File: src/rtl/trace_error_logger_if.sv
// Error-record stream from trace_error_logger to the reporting logic.
// master drives valid + record fields, slave returns ready.
interface trace_error_logger_if #(
  parameter int IDX_W = 16
) ();
  logic             rec_valid;
  logic             rec_ready;
  logic [IDX_W-1:0] rec_index;
  logic [1:0]       rec_type;
  logic [3:0]       rec_code;

  modport master (
    output rec_valid,
    output rec_index,
    output rec_type,
    output rec_code,
    input  rec_ready
  );

  modport slave (
    input  rec_valid,
    input  rec_index,
    input  rec_type,
    input  rec_code,
    output rec_ready
  );
endinterface

File: src/rtl/trace_error_logger.sv
// Trace-checker statistics (saturating counters) + FIFO of error records.
// Ports: clk, reset, format_type, error_code in; reg/mem/err_cnt,
// fifo_count, overflow out; rec (master) carries the record stream.
module trace_error_logger #(
  parameter int DEPTH = 4,
  parameter int IDX_W = 16,
  localparam int PTR_W = $clog2(DEPTH),
  localparam int CNT_W = PTR_W + 1
) (
  input  logic                 clk,
  input  logic                 reset,
  input  logic [1:0]           format_type,
  input  logic [3:0]           error_code,
  output logic [15:0]          reg_cnt,
  output logic [15:0]          mem_cnt,
  output logic [15:0]          err_cnt,
  trace_error_logger_if.master rec,
  output logic [CNT_W-1:0]     fifo_count,
  output logic                 overflow
);

  localparam logic [15:0] SAT = 16'hFFFF;

  logic [IDX_W-1:0] idx_q  [DEPTH];
  logic [1:0]       type_q [DEPTH];
  logic [3:0]       code_q [DEPTH];

  logic [PTR_W-1:0] wr_ptr;
  logic [PTR_W-1:0] rd_ptr;
  logic [IDX_W-1:0] line_idx;

  logic is_reg;
  logic is_mem;
  logic line_vld;
  logic line_err;
  logic full;
  logic pop;
  logic push;

  always_comb begin
    is_reg = 1'b0;
    is_mem = 1'b0;
    unique case (1'b1)
      format_type == 2'b01: is_reg = 1'b1;
      format_type == 2'b10: is_mem = 1'b1;
      default: ;
    endcase
  end

  assign line_vld = is_reg | is_mem;
  assign line_err = line_vld & (error_code != 4'h0);
  assign full     = fifo_count == CNT_W'(DEPTH);
  assign pop      = rec.rec_valid & rec.rec_ready;
  // A full FIFO still accepts when its head leaves on the same edge.
  assign push     = line_err & (~full | pop);

  always_ff @(posedge clk or posedge reset) begin
    if (reset) begin
      reg_cnt  <= '0;
      mem_cnt  <= '0;
      err_cnt  <= '0;
      line_idx <= '0;
      overflow <= 1'b0;
    end else begin
      if (is_reg && reg_cnt != SAT)
        reg_cnt <= reg_cnt + 16'd1;
      if (is_mem && mem_cnt != SAT)
        mem_cnt <= mem_cnt + 16'd1;
      if (line_err && err_cnt != SAT)
        err_cnt <= err_cnt + 16'd1;
      if (line_vld)
        line_idx <= line_idx + IDX_W'(1);
      if (line_err && !push)
        overflow <= 1'b1;
    end
  end

  always_ff @(posedge clk or posedge reset) begin
    if (reset) begin
      wr_ptr     <= '0;
      rd_ptr     <= '0;
      fifo_count <= '0;
      for (int i = 0; i < DEPTH; i++) begin
        idx_q[i]  <= '0;
        type_q[i] <= '0;
        code_q[i] <= '0;
      end
    end else begin
      if (push) begin
        idx_q[wr_ptr]  <= line_idx;
        type_q[wr_ptr] <= format_type;
        code_q[wr_ptr] <= error_code;
        wr_ptr         <= wr_ptr + PTR_W'(1);
      end
      if (pop)
        rd_ptr <= rd_ptr + PTR_W'(1);
      case ({push, pop})
        2'b10:   fifo_count <= fifo_count + CNT_W'(1);
        2'b01:   fifo_count <= fifo_count - CNT_W'(1);
        default: ;
      endcase
    end
  end

  assign rec.rec_valid = fifo_count != '0;
  assign rec.rec_index = idx_q[rd_ptr];
  assign rec.rec_type  = type_q[rd_ptr];
  assign rec.rec_code  = code_q[rd_ptr];

endmodule

File: src/flat_wrapper.sv
// flat-port wrapper written by rule: the top's interface ports become plain ports
module trace_error_logger_flat 
#(
  parameter int DEPTH = 4,
  parameter int IDX_W = 16,
  localparam int PTR_W = $clog2(DEPTH),
  localparam int CNT_W = PTR_W + 1
)
  (clk, reset, format_type, error_code, reg_cnt, mem_cnt, err_cnt, fifo_count, overflow, rec_rec_valid, rec_rec_index, rec_rec_type, rec_rec_code, rec_rec_ready);
  trace_error_logger_if #(.IDX_W(IDX_W)) rec_i ();
  input  logic clk;
  input  logic reset;
  input  logic [1:0] format_type;
  input  logic [3:0] error_code;
  output logic [15:0] reg_cnt;
  output logic [15:0] mem_cnt;
  output logic [15:0] err_cnt;
  output logic [CNT_W-1:0] fifo_count;
  output logic overflow;
  output wire logic [$bits(rec_i.rec_valid)-1:0] rec_rec_valid;
  output wire logic [$bits(rec_i.rec_index)-1:0] rec_rec_index;
  output wire logic [$bits(rec_i.rec_type)-1:0] rec_rec_type;
  output wire logic [$bits(rec_i.rec_code)-1:0] rec_rec_code;
  input wire logic [$bits(rec_i.rec_ready)-1:0] rec_rec_ready;
  assign rec_rec_valid = rec_i.rec_valid;
  assign rec_rec_index = rec_i.rec_index;
  assign rec_rec_type = rec_i.rec_type;
  assign rec_rec_code = rec_i.rec_code;
  assign rec_i.rec_ready = rec_rec_ready;
  trace_error_logger #(.DEPTH(DEPTH), .IDX_W(IDX_W)) u_core (.clk(clk), .reset(reset), .format_type(format_type), .error_code(error_code), .reg_cnt(reg_cnt), .mem_cnt(mem_cnt), .err_cnt(err_cnt), .rec(rec_i), .fifo_count(fifo_count), .overflow(overflow));
endmodule
File: config.mk
export PLATFORM = sky130hd
export DESIGN_NAME = trace_error_logger_flat
export DESIGN_NICKNAME = d
export VERILOG_FILES = /design/src/rtl/trace_error_logger_if.sv /design/src/rtl/trace_error_logger.sv /design/src/flat_wrapper.sv
export SDC_FILE = /design/constraint.sdc
export NUM_CORES = 1
export LEC_CHECK = 0
export ABC_AREA = 1
export CAP_MARGIN = 20
export CORE_MARGIN = 2
export CORE_UTILIZATION = 35
export CTS_CLUSTER_DIAMETER = 40
export DETAILED_ROUTE_END_ITERATION = 10
export GPL_TIMING_DRIVEN = 0
export HOLD_SLACK_MARGIN = 0.1
export PLACE_DENSITY_LB_ADDON = 0.2
export SKIP_LAST_GASP = 1
export SLEW_MARGIN = 20
export SYNTH_ARGS = -nofsm -noshare
export SYNTH_HDL_FRONTEND = slang
export SYNTH_SLANG_ARGS = --single-unit
File: constraint.sdc
create_clock -name clk -period 5.4 [get_ports clk]
set_input_delay 0.54 -clock clk [delete_from_list [all_inputs] [get_ports clk]]
set_output_delay 0.54 -clock clk [all_outputs]
set_load 0.01 [all_outputs]
# Word-level counts from Yosys, hierarchy flattened
# Index checks and enable logic that the tools add are counted.
# totals
register_bits	160
latch_bits	0
ram_bits	0
mem_bits_ro	0
inputBits	9
output_inout_bits	75
elab_cells	77
mem_count	0
# op_classes
add_sub_neg	8
n_mul	0
div_mod_pow	0
order_cmp	3
n_eq_ne	8
shift	0
mux	21
bitwise	8
n_reduce_logical	9
# op_table
operator	n
16-bit by 1-bit adder with 16-bit output (second input constant)	4
64-bit bitwise mux	1
16-bit two-way mux	3
16-bit inequality test (second input constant)	3
16-bit binary-select mux with 2-bit select	1
16-bit demux with 2-bit select	1
16-bit bitwise mux	1
4-bit two-way mux	3
4-bit binary-select mux with 2-bit select	1
8-bit bitwise mux	1
4-bit demux with 2-bit select	1
3-bit >= comparator (second input constant)	2
2-bit two-way mux	3
2-bit inverter with 3-bit output	2
3-bit case mux with 2 select lines	1
1-bit logical AND	5
2-bit by 1-bit adder with 2-bit output (second input constant)	2
2-bit binary-select mux with 2-bit select	1
2-bit demux with 2-bit select	1
2-bit by 1-bit == test with 1-bit output (second input constant)	2
2-bit == test (second input constant)	2
4-bit nonzero test	1
3-bit by 1-bit adder with 3-bit output (second input constant)	1
1-bit bitwise AND	3
other kinds (9)	11

# Longest topological paths before layout
# Gate-level depths: netlist of run 1.
# depth
depth_word	7
depth_mapped	14
depth_no_buf	12

# Worst setup path after synthesis of run 1
# No wires, ideal clock.
# synth_timing
path_type	in2reg
from	in format_type[0]
to	reg u_core.fifo_count[2]
setup_time_ns	0.131
t_arrival_ns	2.462
required_ns	5.269
setup_slack_ns	2.807
stages	14
n_path_buf	2
path_cell_list	inv_1 -> ha_1 -> inv_2 -> nand2_2 -> nor2_4 -> buf_6 -> buf_2 -> inv_1 -> ha_1 -> inv_1 -> fa_1 -> a21oi_1 -> o21ai_0 -> xor2_1
# synth_via
elab_chain_len	7
word_cells_on_any_way	11
classes_between	eq/ne: 4; mux: 3; bitwise: 3; reduce/logical: 1
# synth_rtl
item	line_no	source
start, declared	flat_wrapper.sv:13	input logic [1:0] format_type;
2-bit by 1-bit == test with 1-bit output / 2-bit == test (equally long branches)	trace_error_logger.sv:44, trace_error_logger.sv:45	
1-bit two-way mux	trace_error_logger.sv:43	unique case (1'b1)
1-bit OR (*)	trace_error_logger.sv:50	assign line_vld = is_reg | is_mem;
1-bit bitwise AND (*)	trace_error_logger.sv:51	assign line_err = line_vld & (error_code != 4'h0);
1-bit bitwise AND (*)	trace_error_logger.sv:55	assign push = line_err & (~full | pop);
2-bit by 1-bit == test with 1-bit output / 2-bit == test (equally long branches)	trace_error_logger.sv:97	case ({push, pop})
3-bit case mux with 2 select lines / 2-bit nonzero test (equally long branches)	n/a	
end signal, assigned	trace_error_logger.sv:98	2'b10: fifo_count <= fifo_count + CNT_W'(1);
end signal, assigned	trace_error_logger.sv:99	2'b01: fifo_count <= fifo_count - CNT_W'(1);
end, declared	trace_error_logger.sv:18	output logic [CNT_W-1:0] fifo_count,
# Mark *: on every way between the ends. The rest lies on a longest branch, timed or not.
# A chain may end at the register's enable or synchronous reset.

# Worst setup path after layout of run 1
# layout_timing
from	reg u_core.rd_ptr[0]
to	out rec_rec_index[12]
# layout_via
elab_chain_len	4
# layout_rtl
item	line_no	source
start, declared	trace_error_logger.sv:29	logic [PTR_W-1:0] rd_ptr;
start signal, assigned	trace_error_logger.sv:96	rd_ptr <= rd_ptr + PTR_W'(1);
2-bit inverter with 3-bit output (implied by the code)	trace_error_logger.sv:106	assign rec.rec_index = idx_q[rd_ptr];
16-bit binary-select mux with 2-bit select	trace_error_logger.sv:106	
16-bit two-way mux (implied by the code) (2 in series)	trace_error_logger.sv:106	
end, declared	flat_wrapper.sv:21	output wire logic [$bits(rec_i.rec_index)-1:0] rec_rec_index;
# Every way passes these cells. The select of a mux whose other input is x is not followed.

==> qor.yml, run 1 <==
final_common_cell: "nand2_1"
layout.nets: 1155
max_cap_violations: 0
cts_setup_buffers: 0
layout_common_cells: "nand2_1 (363), dfrtp_1 (160), nor2_1 (103), clkdlybuf4s50_1 (83), nand3_1 (67)"
final_max_slew_viol_count: 0
cts_buffers: 17
cts_tree: "done"
die_w_microns: 155.5
vias: 6956
timing.final.crit_share_pct: 59.56
cts.htree.levels: 4
required_ps: 4860
drt_iter0_markers: 390
arrival_ps: 2680
rsz0062_at_grt: "false"
synth_compound_area_share_pct: 8.765
synth_ff_type: "dfrtp_1"
grt_pass1_vias: 6384
cp_max_fo: 10
finalWeightedCongestion: 0.8486
gr-total-overflow: 0
synth-simple-area-share_pct: 29.66
ctsResizeCount: 0
synth_seq_cells: 160
synth_warnings: 0
synth_cell_types: 31
holdBufCountCts: 0
ir_drop_uv: 241.2
coreArea_sq_um: 22570
synth_xor_area_share_pct: 3.487
row_count: 55
synth_top_family_by_area: "simple AND/OR/NAND/NOR gates"
die_area_sq_um: 24190
port-buffer-count: 83
clock-sinks: 160
status: "completed"
leakage_uw: 0.004699
fin_worst_skew_ps: 11.30
die_y_microns: 155.5
slew_headroom_pct: 54.84
start_kind: "flop"
grt_pass1_wl_microns: 34570
powerDensity_nw_per_um2: 508.0
final.setup.tns_ps: 0
dp_hpwl_microns: 14500
io_pins: 84
setup_viol: 0
initial_core_util_pct: 35.60
hold_path_class: "flop to flop"
detail-route-antenna-nets: 0
crit_path_end_kind: "primary output"
syn_area_per_cell_sq_um: 7.795
antenna_found_initial: 0
grt_util_all_layers_pct: 18.35
synthMuxAreaShare_pct: 0
cts_root_buf: "clkbuf_16"
synthAdderAreaFrac_pct: 1.962
antennaDiodeCount: 0
clkLatencyLatePin_ps: 430
drc: 0
clockBufferDepth: 2
syn-num-nets: 1052
fin_crit_ps: 3216
avgRoutedWirePerCell_microns: 15.07
place_ws_ps: 1818
clk_pin_slew_ps: 70
hold_viol: 0
syn_inst: 1031
fmax_ghz: 0.3109
setup_slack_ps: 2184
first_pass_iters: 5
criticalPathCategory: "flop to primary output"
synthArstFlopShare_pct: 100.0
syn-cell-area_sq_um: 8036
synthToLayoutAreaGrowth_pct: 22.90
wirelength_microns: 21580
ys_seq_area_share_pct: 49.82
worst_pin_slew_ps: 677.4
synth_edf_count: 0
drive_gt1_share_pct: 7.149
vias_per_cell: 4.858
grt_max_degree: 97
==> worst max-delay path, stage by stage, from the launching register on <==
cell             delay, ps
dfrtp_1                350
buf_2                  170
clkinv_1               190
clkbuf_1               550
nor2_1                  80
o22ai_1                300
clkdlybuf4s50_1        600
==> sequential cells by signal, summed over array words and instances (netlist names) <==
| register | count |
|---|---|
| u_core.idx_q | 64 |
| u_core.code_q | 16 |
| u_core.err_cnt | 16 |
| u_core.line_idx | 16 |
| u_core.mem_cnt | 16 |
| u_core.reg_cnt | 16 |
| u_core.type_q | 8 |
| u_core.fifo_count | 3 |
| u_core.rd_ptr | 2 |
| u_core.wr_ptr | 2 |
| u_core.overflow | 1 |
==> cell type report <==
| class | count | area (sq um) |
|---|---|---|
| Buffer | 43 | 221.5 |
| Clock inverter | 14 | 178.9 |
| Sequential cell | 160 | 4004 |
| Clock buffer | 18 | 439.2 |
| Fill cell | 2305 | 12690 |
| Multi-Input combinational cell | 752 | 3526 |
| Inverter | 76 | 292.8 |
| Timing Repair Buffer | 84 | 858.3 |
| Tap cell | 285 | 356.6 |
==> stage by stage <==
step           utilization, %  instance area (sq um)  hold WS [ps]  instances  total power, uW
3_3_place_gp            40.86                   9224         447.8       1399             3740
2_1_floorplan               -                   8036         436.6       1031             2889
5_1_grt                 43.76                   9877         477.7       1432             5367
3_5_place_dp            41.02                   9259         452.8       1400             3760
4_1_cts                 43.76                   9877         469.7       1432             5060
6_report                43.76                   9877         465.2       1432             5017
==> path summary, 6_finish.rpt <==
kind / startpoint / to / slack [ps] / cells after the start
worst max-delay path: u_core.rd_ptr[0]$_DFFE_PP0P_ / rec_rec_index[12] / 2180 / 6
worst min-delay path: u_core.idx_q[36]$_DFFE_PP0P_ / u_core.idx_q[36]$_DFFE_PP0P_ / 470 / 2
worst max register to register: u_core.fifo_count[0]$_DFFE_PP0P_ / u_core.fifo_count[2]$_DFFE_PP0P_ / 2950 / 13
worst min register to register: u_core.idx_q[36]$_DFFE_PP0P_ / u_core.idx_q[36]$_DFFE_PP0P_ / 470 / 2
max in group asynchronous: reset / u_core.type_q[5]$_DFFE_PP0P_ / 4000 / 3
min in group asynchronous: reset / u_core.err_cnt[1]$_DFFE_PP0P_ / 550 / 2
==> synthesized netlist by cell type, drive strengths merged (12+ instances only) <==
library cell | instances | area (sq um)
o22ai | 22 | 137.6
dfrtp | 160 | 4004
nand3 | 67 | 335.3
nand3b | 12 | 93.84
clkbuf | 23 | 87.58
xor2 | 24 | 210.2
o21ai | 108 | 548.0
nor2 | 111 | 446.7
inv | 75 | 281.5
buf | 20 | 133.9
nand2 | 366 | 1391
nand4 | 13 | 81.33
==> cells by family after synthesis <==
group	after synthesis
AND/OR/NAND/NOR	575
flip-flops	160
AO/OA/AOI/OAI	133
buffers and inverters	119
XOR/XNOR	32
adder cells (fa/ha/maj)	12
==> metal layers <==
layer	wire, microns	track usage [%]	vias to the layer above
met5	0	0	-
li1	-	-	3504
met2	9573	27.79	143
met1	10750	26.77	3289
met3	965	3.694	20
met4	294	5.024	0
==> report_power, final <==
group | internal [uW] | total [uW] | switching, uW
Clock | 746 | 1280 | 536
Combinational | 819 | 1950 | 1130
Sequential | 1540 | 1780 | 241
Power figures use the tool's default switching activity.
==> inputs of run 2 (changes only) <==
==> constraint.sdc (replaced) <==
create_clock -name clk -period 3.07 [get_ports clk]
set_input_delay 0.307 -clock clk [delete_from_list [all_inputs] [get_ports clk]]
set_output_delay 0.307 -clock clk [all_outputs]
set_load 0.01 [all_outputs]
==> run 2 against run 1 <==
  * Clock skew up 1.6 ps
  * Sequential cell count unchanged
  * Sequential share of layout area about the same
  * First-iteration DRC count up 15%
  * Critical path depth unchanged
  * Sequential power up 76%
  * Hold slack worse by 140 ps
  * Non-clock buffer count up 3
  * Via count up 1.4%
  * Setup slack worse by 2000 ps
  * Critical endpoint is now rec_rec_index[15]
  * Largest power group unchanged
  * Highest routed layer unchanged
==> qor.yml, run 2 (same netlist as run 1, synthesis figures left out) <==
status: "completed"  # unchanged
vias: 7055  # was 6956
largest_reg_flops: 64  # unchanged
avgRoutedWirePerCell_microns: 15.17  # was 15.07 microns
fin_worst_skew_ps: 12.90  # was 11.30 ps
row_count: 55  # unchanged
start_kind: "flop"  # unchanged
grt_pass1_vias: 6723  # was 6384
ir_drop_uv: 377.1  # was 241.2 uV
wirelength_microns: 21760  # was 21580 microns
io_pins: 84  # unchanged
clockBufferDepth: 2  # unchanged
grt_util_all_layers_pct: 18.88  # was 18.35%
rsz0062_at_grt: "false"  # unchanged
antenna_found_initial: 0  # unchanged
cts_tree: "done"  # unchanged
cts_root_buf: "clkbuf_16"  # unchanged
vias_per_cell: 4.916  # was 4.858
layout_common_cells: "nand2_1 (363), dfrtp_1 (160), nor2_1 (103), clkdlybuf4s50_1 (83), nand3_1 (67)"  # unchanged
required_ps: 2760  # was 4860 ps
top_register: "u_core.idx_q"  # unchanged
coreArea_sq_um: 22570  # unchanged
setup_slack_ps: 144.0  # was 2184 ps
detail-route-antenna-nets: 0  # unchanged
holdBufCountCts: 0  # unchanged
initial_core_util_pct: 35.60  # unchanged
leakage_uw: 0.004705  # was 0.004699 uW
arrival_ps: 2620  # was 2680 ps
worst_pin_slew_ps: 689.2  # was 677.4 ps
crit_path_end_kind: "primary output"  # unchanged
final_common_cell: "nand2_1"  # unchanged
gr-total-overflow: 0  # unchanged
setup_viol: 0  # unchanged
final_max_slew_viol_count: 0  # unchanged
place_ws_ps: -290.4  # was 1818 ps
clock-sinks: 160  # unchanged
die_y_microns: 155.5  # unchanged
layout.nets: 1158  # was 1155
criticalPathCategory: "flop to primary output"  # unchanged
synthToLayoutAreaGrowth_pct: 23.04  # was 22.90%
max_cap_violations: 0  # unchanged
cts.htree.levels: 4  # unchanged
grt_max_degree: 31  # was 97
grt_pass1_wl_microns: 35710  # was 34570 microns
cp_max_fo: 10  # unchanged
drc: 0  # unchanged
hold_path_class: "input pin to async pin"  # was flop to flop
first_pass_iters: 6  # was 5
finalWeightedCongestion: 0.8232  # was 0.8486
clkLatencyLatePin_ps: 430  # about the same
fmax_ghz: 0.3418
die_area_sq_um: 24190  # unchanged
fin_crit_ps: 2926
drt_iter0_markers: 449  # was 390
clk_pin_slew_ps: 70  # about the same
hold_viol: 0  # unchanged
timing.final.crit_share_pct: 95.31
dp_hpwl_microns: 15050  # was 14500 microns
antennaDiodeCount: 0  # unchanged
powerDensity_nw_per_um2: 873.6  # was 508.0 nW/um^2
final.setup.tns_ps: 0  # unchanged
port-buffer-count: 83  # unchanged
reg2reg_depth: 12  # was 13
cts_buffers: 17  # unchanged
drive_gt1_share_pct: 7.565  # was 7.149%
hold_slack_ps: 321.8  # was 465.2 ps
slew_headroom_pct: 53.96  # was 54.84%
die_w_microns: 155.5  # unchanged
[run 2: changes by cell type in the layout (fill, tap and decap cells not counted), sizes merged]
cell      delta
buf          +3
bufinv       -3
clkbuf       +1
clkinv       +1
clkinvlp     +1
[run 2: report_power, final]
part           switching, uW  internal (uW)  leakage (uW)
clock network            943           1090      0.000255
logic                   2010           1450       0.00239
registers                432           2710       0.00206
total                   3390           5250       0.00471
[run 2: what timing repair did]
action | in CTS | in global routing
buffers inserted | 0 | 0
endpoints found under the setup margin | 0 | 8
resized for setup | 0 | 4
[run 2: final timing paths]
path / slack [ps] / end / startpoint
max reg2reg: 790 / u_core.fifo_count[2]$_DFFE_PP0P_ / u_core.fifo_count[0]$_DFFE_PP0P_
min reg2reg: 470 / u_core.idx_q[32]$_DFFE_PP0P_ / u_core.idx_q[32]$_DFFE_PP0P_
max: 140 / rec_rec_index[15] / u_core.rd_ptr[0]$_DFFE_PP0P_
min: 320 / u_core.mem_cnt[0]$_DFFE_PP0P_ / reset
max in group asynchronous: 1740 / u_core.type_q[5]$_DFFE_PP0P_ / reset
min in group clk: 470 / u_core.idx_q[32]$_DFFE_PP0P_ / u_core.idx_q[32]$_DFFE_PP0P_
[run 2: critical path: stages, from the launching register on]
cell and delay, ps:
dfrtp_1 360, buf_2 170, clkinv_1 200, clkbuf_1 510
nor2_1 90, o22ai_1 270, clkdlybuf4s50_1 590
[run 2: through the flow]
step	cells	power, uW	util (%)	instance area (sq um)
floorplan	1031	5083	-	8040
global placement	1399	6580	40.88	9228
detailed placement	1404	6641	41.36	9335
CTS	1436	8706	43.82	9891
global route	1435	9308	43.81	9888
finish	1435	8638	43.81	9888
[run 2: cell type report]
| cell class | instances | area (sq um) |
|---|---|---|
| buffer | 42 | 219.0 |
| clock buffer | 19 | 452.9 |
| clock inverter | 13 | 102.6 |
| fill | 2319 | 12680 |
| inverter | 76 | 289.0 |
| multi-input combinational | 752 | 3526 |
| sequential | 160 | 4004 |
| tap | 285 | 356.6 |
| timing repair buffer | 88 | 938.4 |
[run 2: layer usage]
| metal | GRT usage, % | vias up | wire length, microns |
|---|---|---|---|
| met5 | 0 | - | 0 |
| met4 | 4.543 | 0 | 291 |
| met3 | 4.417 | 23 | 1207 |
| met2 | 29.06 | 175 | 9648 |
| met1 | 27.00 | 3345 | 10620 |
| li1 | - | 3512 | - |
